===== config.mk =====
export PLATFORM = sky130hd
export DESIGN_NAME = mem_arbiter
export DESIGN_NICKNAME = d
export VERILOG_FILES = /design/src/rtl/cpu_types_pkg.sv /design/src/rtl/rr_pick.sv /design/src/rtl/mem_arbiter.sv
export SDC_FILE = /design/constraint.sdc
export NUM_CORES = 1
export LEC_CHECK = 0
export BUFFER_PORTS_ARGS = -buffer_cell sky130_fd_sc_hd__buf_2
export CAP_MARGIN = 5
export CORE_AREA = 5 5 167 169
export CTS_BUF_LIST = sky130_fd_sc_hd__clkbuf_16
export CTS_CLUSTER_SIZE = 30
export DETAILED_ROUTE_END_ITERATION = 6
export DIE_AREA = 0 0 172 174
export PLACE_DENSITY = 0.41
export REMOVE_ABC_BUFFERS = 1
export SLEW_MARGIN = 10
export SYNTH_ARGS = -nofsm -noshare
export SYNTH_HDL_FRONTEND = slang
export SYNTH_SLANG_ARGS = --single-unit

===== constraint.sdc =====
create_clock -name CLK -period 1.2 [get_ports CLK]
set_input_delay 0 -clock CLK [delete_from_list [all_inputs] [get_ports CLK]]
set_output_delay 0 -clock CLK [all_outputs]
set_load 0.005 [all_outputs]

===== src/rtl/cpu_types_pkg.sv =====
// Shared CPU/memory types: word and RAM status, plus the arbiter's
// FSM state and grant-register encodings.
package cpu_types_pkg;

   localparam int WORD_W = 32;

   typedef logic [WORD_W-1:0] word_t;

   typedef enum logic [1:0] {
      FREE   = 2'd0,
      BUSY   = 2'd1,
      ACCESS = 2'd2,
      ERROR  = 2'd3
   } ramstate_t;

   // Memory arbiter FSM states
   typedef enum logic {
      IDLE  = 1'b0,
      GRANT = 1'b1
   } arb_state_t;

   // Request class currently owning the RAM
   typedef enum logic {
      GNT_INSTR = 1'b0,
      GNT_DATA  = 1'b1
   } gnt_class_t;

   typedef struct packed {
      gnt_class_t cls;
      logic       core;
   } grant_t;

   localparam grant_t GRANT_NONE = '{cls: GNT_INSTR, core: 1'b0};

   // Convert a 2-way one-hot winner into a core index (core 1 only when bit 1 alone is set)
   function automatic logic onehot_to_core(input logic [1:0] oh);
      return oh[1] & ~oh[0];
   endfunction

endpackage


===== src/rtl/rr_pick.sv =====
// Two-way round-robin selector. ptr_i names the core that wins when
// both request; the other core wins only when it requests alone.
module rr_pick (
   input  logic [1:0] req_i,
   input  logic       ptr_i,
   output logic [1:0] gnt_o
);

   // Pick the favoured core if it requests, otherwise the other one
   always_comb begin
      gnt_o = 2'b00;
      if (ptr_i == 1'b0) begin
         gnt_o = req_i[0] ? 2'b01 : {req_i[1], 1'b0};
      end else begin
         gnt_o = req_i[1] ? 2'b10 : {1'b0, req_i[0]};
      end
   end

endmodule


===== src/rtl/mem_arbiter.sv =====
// Two-core shared-RAM arbiter. Data requests beat instruction requests;
// each class has its own round-robin pointer that moves away from the
// core it last completed. The grantee's live inputs drive the RAM, and
// its wait bit drops combinationally in the ACCESS cycle.
module mem_arbiter
   import cpu_types_pkg::*;
#(
   parameter int CPUS = 2
) (
   input  logic            CLK,
   input  logic            RST,
   input  logic [CPUS-1:0] iREN,
   input  logic [CPUS-1:0] dREN,
   input  logic [CPUS-1:0] dWEN,
   input  word_t           iaddr  [CPUS],
   input  word_t           daddr  [CPUS],
   input  word_t           dstore [CPUS],
   output logic [CPUS-1:0] iwait,
   output logic [CPUS-1:0] dwait,
   output word_t           iload  [CPUS],
   output word_t           dload  [CPUS],
   output logic            ramREN,
   output logic            ramWEN,
   output word_t           ramaddr,
   output word_t           ramstore,
   input  word_t           ramload,
   input  ramstate_t       ramstate
);

   arb_state_t      state_q, state_d;
   grant_t          grant_q, grant_d;
   logic            dptr_q, dptr_d;
   logic            iptr_q, iptr_d;
   logic [CPUS-1:0] dreq_s;
   logic [1:0]      dgnt_s, ignt_s;
   logic            live_s;
   logic            done_s;

   assign dreq_s = dREN | dWEN;

   rr_pick u_pick_data (
      .req_i (dreq_s),
      .ptr_i (dptr_q),
      .gnt_o (dgnt_s)
   );

   rr_pick u_pick_instr (
      .req_i (iREN),
      .ptr_i (iptr_q),
      .gnt_o (ignt_s)
   );

   // Is the grantee still requesting, and is its access completing now
   always_comb begin
      live_s = 1'b0;
      if (state_q == GRANT) begin
         if (grant_q.cls == GNT_DATA) begin
            live_s = dreq_s[grant_q.core];
         end else begin
            live_s = iREN[grant_q.core];
         end
      end else begin
         live_s = 1'b0;
      end
   end

   assign done_s = live_s && (ramstate == ACCESS);

   // FSM state, grant and round-robin pointer registers
   always_ff @(posedge CLK or posedge RST) begin
      if (RST) begin
         state_q <= IDLE;
         grant_q <= GRANT_NONE;
         dptr_q  <= 1'b0;
         iptr_q  <= 1'b0;
      end else begin
         state_q <= state_d;
         grant_q <= grant_d;
         dptr_q  <= dptr_d;
         iptr_q  <= iptr_d;
      end
   end

   // Next state: arbitrate in IDLE, release on completion or withdrawal
   always_comb begin
      state_d = state_q;
      grant_d = grant_q;
      dptr_d  = dptr_q;
      iptr_d  = iptr_q;
      case (state_q)
         IDLE: begin
            if (|dreq_s) begin
               state_d      = GRANT;
               grant_d.cls  = GNT_DATA;
               grant_d.core = onehot_to_core(dgnt_s);
            end else if (|iREN) begin
               state_d      = GRANT;
               grant_d.cls  = GNT_INSTR;
               grant_d.core = onehot_to_core(ignt_s);
            end else begin
               state_d = IDLE;
            end
         end
         GRANT: begin
            if (!live_s) begin
               state_d = IDLE;
            end else if (done_s) begin
               state_d = IDLE;
               if (grant_q.cls == GNT_DATA) begin
                  dptr_d = ~grant_q.core;
               end else begin
                  iptr_d = ~grant_q.core;
               end
            end else begin
               state_d = GRANT;
            end
         end
         default: begin
            state_d = IDLE;
         end
      endcase
   end

   // RAM controls and wait bits from the grantee's live inputs
   always_comb begin
      ramREN   = 1'b0;
      ramWEN   = 1'b0;
      ramaddr  = {WORD_W{1'b0}};
      ramstore = {WORD_W{1'b0}};
      iwait    = {CPUS{1'b1}};
      dwait    = {CPUS{1'b1}};
      if (state_q == GRANT) begin
         if (grant_q.cls == GNT_DATA) begin
            ramaddr              = daddr[grant_q.core];
            ramstore             = dstore[grant_q.core];
            ramWEN               = dWEN[grant_q.core];
            ramREN               = dREN[grant_q.core] & ~dWEN[grant_q.core];
            dwait[grant_q.core]  = ~done_s;
         end else begin
            ramaddr              = iaddr[grant_q.core];
            ramREN               = iREN[grant_q.core];
            iwait[grant_q.core]  = ~done_s;
         end
      end else begin
         ramREN = 1'b0;
         ramWEN = 1'b0;
      end
   end

   // Load data is broadcast to every core on every cycle
   always_comb begin
      for (int k = 0; k < CPUS; k++) begin
         iload[k] = ramload;
         dload[k] = ramload;
      end
   end

endmodule


==> run_results.csv <==
group,metric,value,unit
timing,fin_worst_hold_slack,0.0000767,ns
timing,max_slew_margin,0.780,
logic_synthesis,syn_area_per_cell,8.96,um2
timing,tightest_slew,0.328,ns
power,vdd_drop_max,741,uV
timing,fin_ws,-0.542,ns
placed_design,hpwl,13400,um
critical_path,ff2ff_path_depth,5,
timing,slew_viol_final,0,
power,p_seq_frac,0.043,
critical_path,critPathMaxFanout,6,
floorplanning,start_util,0.108,
timing,hold_viol_final,0,
clocking,cts_sinks,5,
global_route,grt_usage,0.0994,
final_layout,n_antenna_cell,0,
power,power.internal,5190,uW
logic_synthesis,synthCells,318,
timing,fin_crit_sh,1.45,
final_layout,drive_gt1_frac,0.765,
drt,avgViaCountPerCell,3.74,
critical_path,cp_cell_sequence,"buf_12, clkbuf_16, mux4_2, and2_4, buf_6",
power,switchingPower,3280,uW
clocking,path_clk_slew,0.03,ns
run,max_cap_violations,0,
final_layout,finalNonFillerCells,813,
logic_synthesis,synthArstFlopShare,1.00,
logic_synthesis,synth-seq-cells,5,
critical_path,path_class,"register to output port",
power,p_per_area,1990,mW/mm2
timing,rsz0062_at_grt,"yes",
critical_path,cp_slowest_stage_delay,0.51,ns
final_layout,seq_area,130,um2
critical_path,crit_buf_inv,3,
final_layout,fin_nets,707,
critical_path,critPathTopFamily,"flip-flops",
global_route,grt_pass1_vias,3401,
clocking,cts_buffers,3,
placed_design,post-place-cells,794,
run_status,violations,"setup timing",
drt,ant_nets,0,
logic_synthesis,synth_ff_type,"dfrtp_1",
drt,drcViolationCount,0,
floorplanning,fp.dieArea,0.0299,mm2
critical_path,critical_path.slowest_cell,"dfrtp_4",
power,netSwitchingFraction,0.387,
final_layout,multi_input_area,0.00172,mm2
clocking,root_buffer,"clkbuf_16",
clocking,htreeDepth,1,
global_route,overflow,0,
run_status,status,"complete, but fails checks",
floorplanning,rows,60,
global_route,grt_pass1_wl,22200,um
logic_synthesis,synth-edff-count,0,
timing,period_needed,1.74,ns
clocking,clockBufferDepth,2,
floorplanning,die_h,174,um
floorplanning,ioPinCount,432,
floorplanning,fp.dieW,172,um
critical_path,crit_required,1.20,ns
placed_design,pre_cts_ws,-0.299,ns
global_route,antenna_found_initial,0,
logic_synthesis,yosys_warnings,0,
final_layout,final_common_cell,"buf_2",
final_layout,final_cell_mix,"buf_2, nor2_1, mux4_2",
logic_synthesis,synth_area,0.00285,mm2
logic_synthesis,synth_cell_types,28,
timing,max_freq,0.574,GHz
final_layout,num-fill-cells,2992,
drt,first_iter_violations,70,
min_path,hold_class,"input pin to output port",
power,p_clk_frac,0.063,
critical_path,cp-end-kind,"output port",
logic_synthesis,seq_area_frac_synth,0.0439,
placed_design,place_congestion,0.716,
critical_path,critPathLaunchType,"register",
drt,drt_first_pass_iters,4,
drt,wire_per_inst,20.7,um
drt,wl,16800,um
critical_path,arrival,1.74,ns
power,p_leak,0.00218,uW
placed_design,io_buffer_count,271,
power,p_comb_frac,0.893,
clocking,cts_tree,"yes",
floorplanning,core-area,0.0264,mm2
timing,setup_viol_count_final,74,
critical_path,crit_cells,5,
timing,clock_skew,0.000576,ns
global_route,grt_start_max_net_pins,36,
min_path,whs_path_depth,0,
drt,vias,3038,
final_layout,syn2layout_area_growth,49.6,%
clocking,insertion_delay,0.22,ns
## cell type report
class | instances | share of cell area
Multi-Input combinational cell | 161 | 0.403
Inverter | 4 | 0.00352
Clock buffer | 3 | 0.0176
Clock inverter | 1 | 0.000880
Timing Repair Buffer | 298 | 0.444
Sequential cell | 5 | 0.0305
Tap cell | 341 | 0.100
## flip-flops by register name, summed over array words and instances (netlist names)
signal,cells
dptr_q,1
grant_q,2
iptr_q,1
state_q,1
## cell usage after synthesis (4+ instances only)
cell type  count  area share
and2_1        32       0.070
nor2_1        36       0.047
buf_4        131        0.35
mux2i_1       33        0.12
a21oi_1        4      0.0070
clkbuf_1       7      0.0092
buf_2          4      0.0070
mux4_2        32        0.25
inv_1          4      0.0053
dfrtp_1        5       0.044
o21ai_0        4      0.0070
## final timing paths
kind | start | end | slack (ns)
setup / recovery | grant_q[0] | ramaddr[2] | -0.54
hold / removal | ramload[2] | iload[34] | 0.00008
hold reg to reg | dptr_q | dptr_q | 0.53
setup reg to reg | grant_q[0] | state_q | -0.34
min in group asynchronous | RST | dptr_q | 0.23
max in group asynchronous | RST | grant_q[0] | 0.77
## cell families after synthesis
group                  count (synthesis)  synth area share
AOI/OAI and AO/OA                     14            0.0325
buffers and inverters                152             0.399
DFF                                    5            0.0439
muxes                                 65             0.369
and+or+nand+nor                       82             0.155
## power by group through the flow
| stage | logic (uW) | clock network [uW] | registers (uW) |
|---|---|---|---|
| floorplan | 2100 | 0 | 715 |
| global placement | 5830 | 0 | 334 |
| detailed placement | 5780 | 0 | 334 |
| CTS | 6880 | 544 | 350 |
| global route | 8270 | 557 | 387 |
| finish | 7570 | 535 | 368 |
## through the flow
stage                     TNS [ns]  instance area [um2]  total power (uW)   util
after floorplan            -144.45                 1730              2810      -
after global placement      -13.16                 3670              6170  0.139
final                       -29.10                 4260              8470  0.161
after global routing        -33.77                 4260              9220  0.161
after detailed placement    -13.02                 3670              6110  0.139
after CTS                   -31.25                 4060              7770  0.154
## routing by layer
| metal | vias to the layer above | wire [um] | track usage |
|---|---|---|---|
| met5 | - | 63 | 0.0418 |
| met4 | 4 | 134 | 0.0111 |
| met3 | 11 | 3160 | 0.0698 |
| met2 | 352 | 6830 | 0.147 |
| met1 | 1390 | 6650 | 0.119 |
| li1 | 1281 | - | - |
## what timing repair did
action                                  CTS  global route
endpoints found under the setup margin   73            74
pin swaps                                 8            16
hold buffers                              1             0
gates resized for setup                  32            39
hold endpoints to repair                  5             0
cloned                                    4             3
buffers inserted                          6             3
Note: power is estimated with default switching activity, not from simulation.
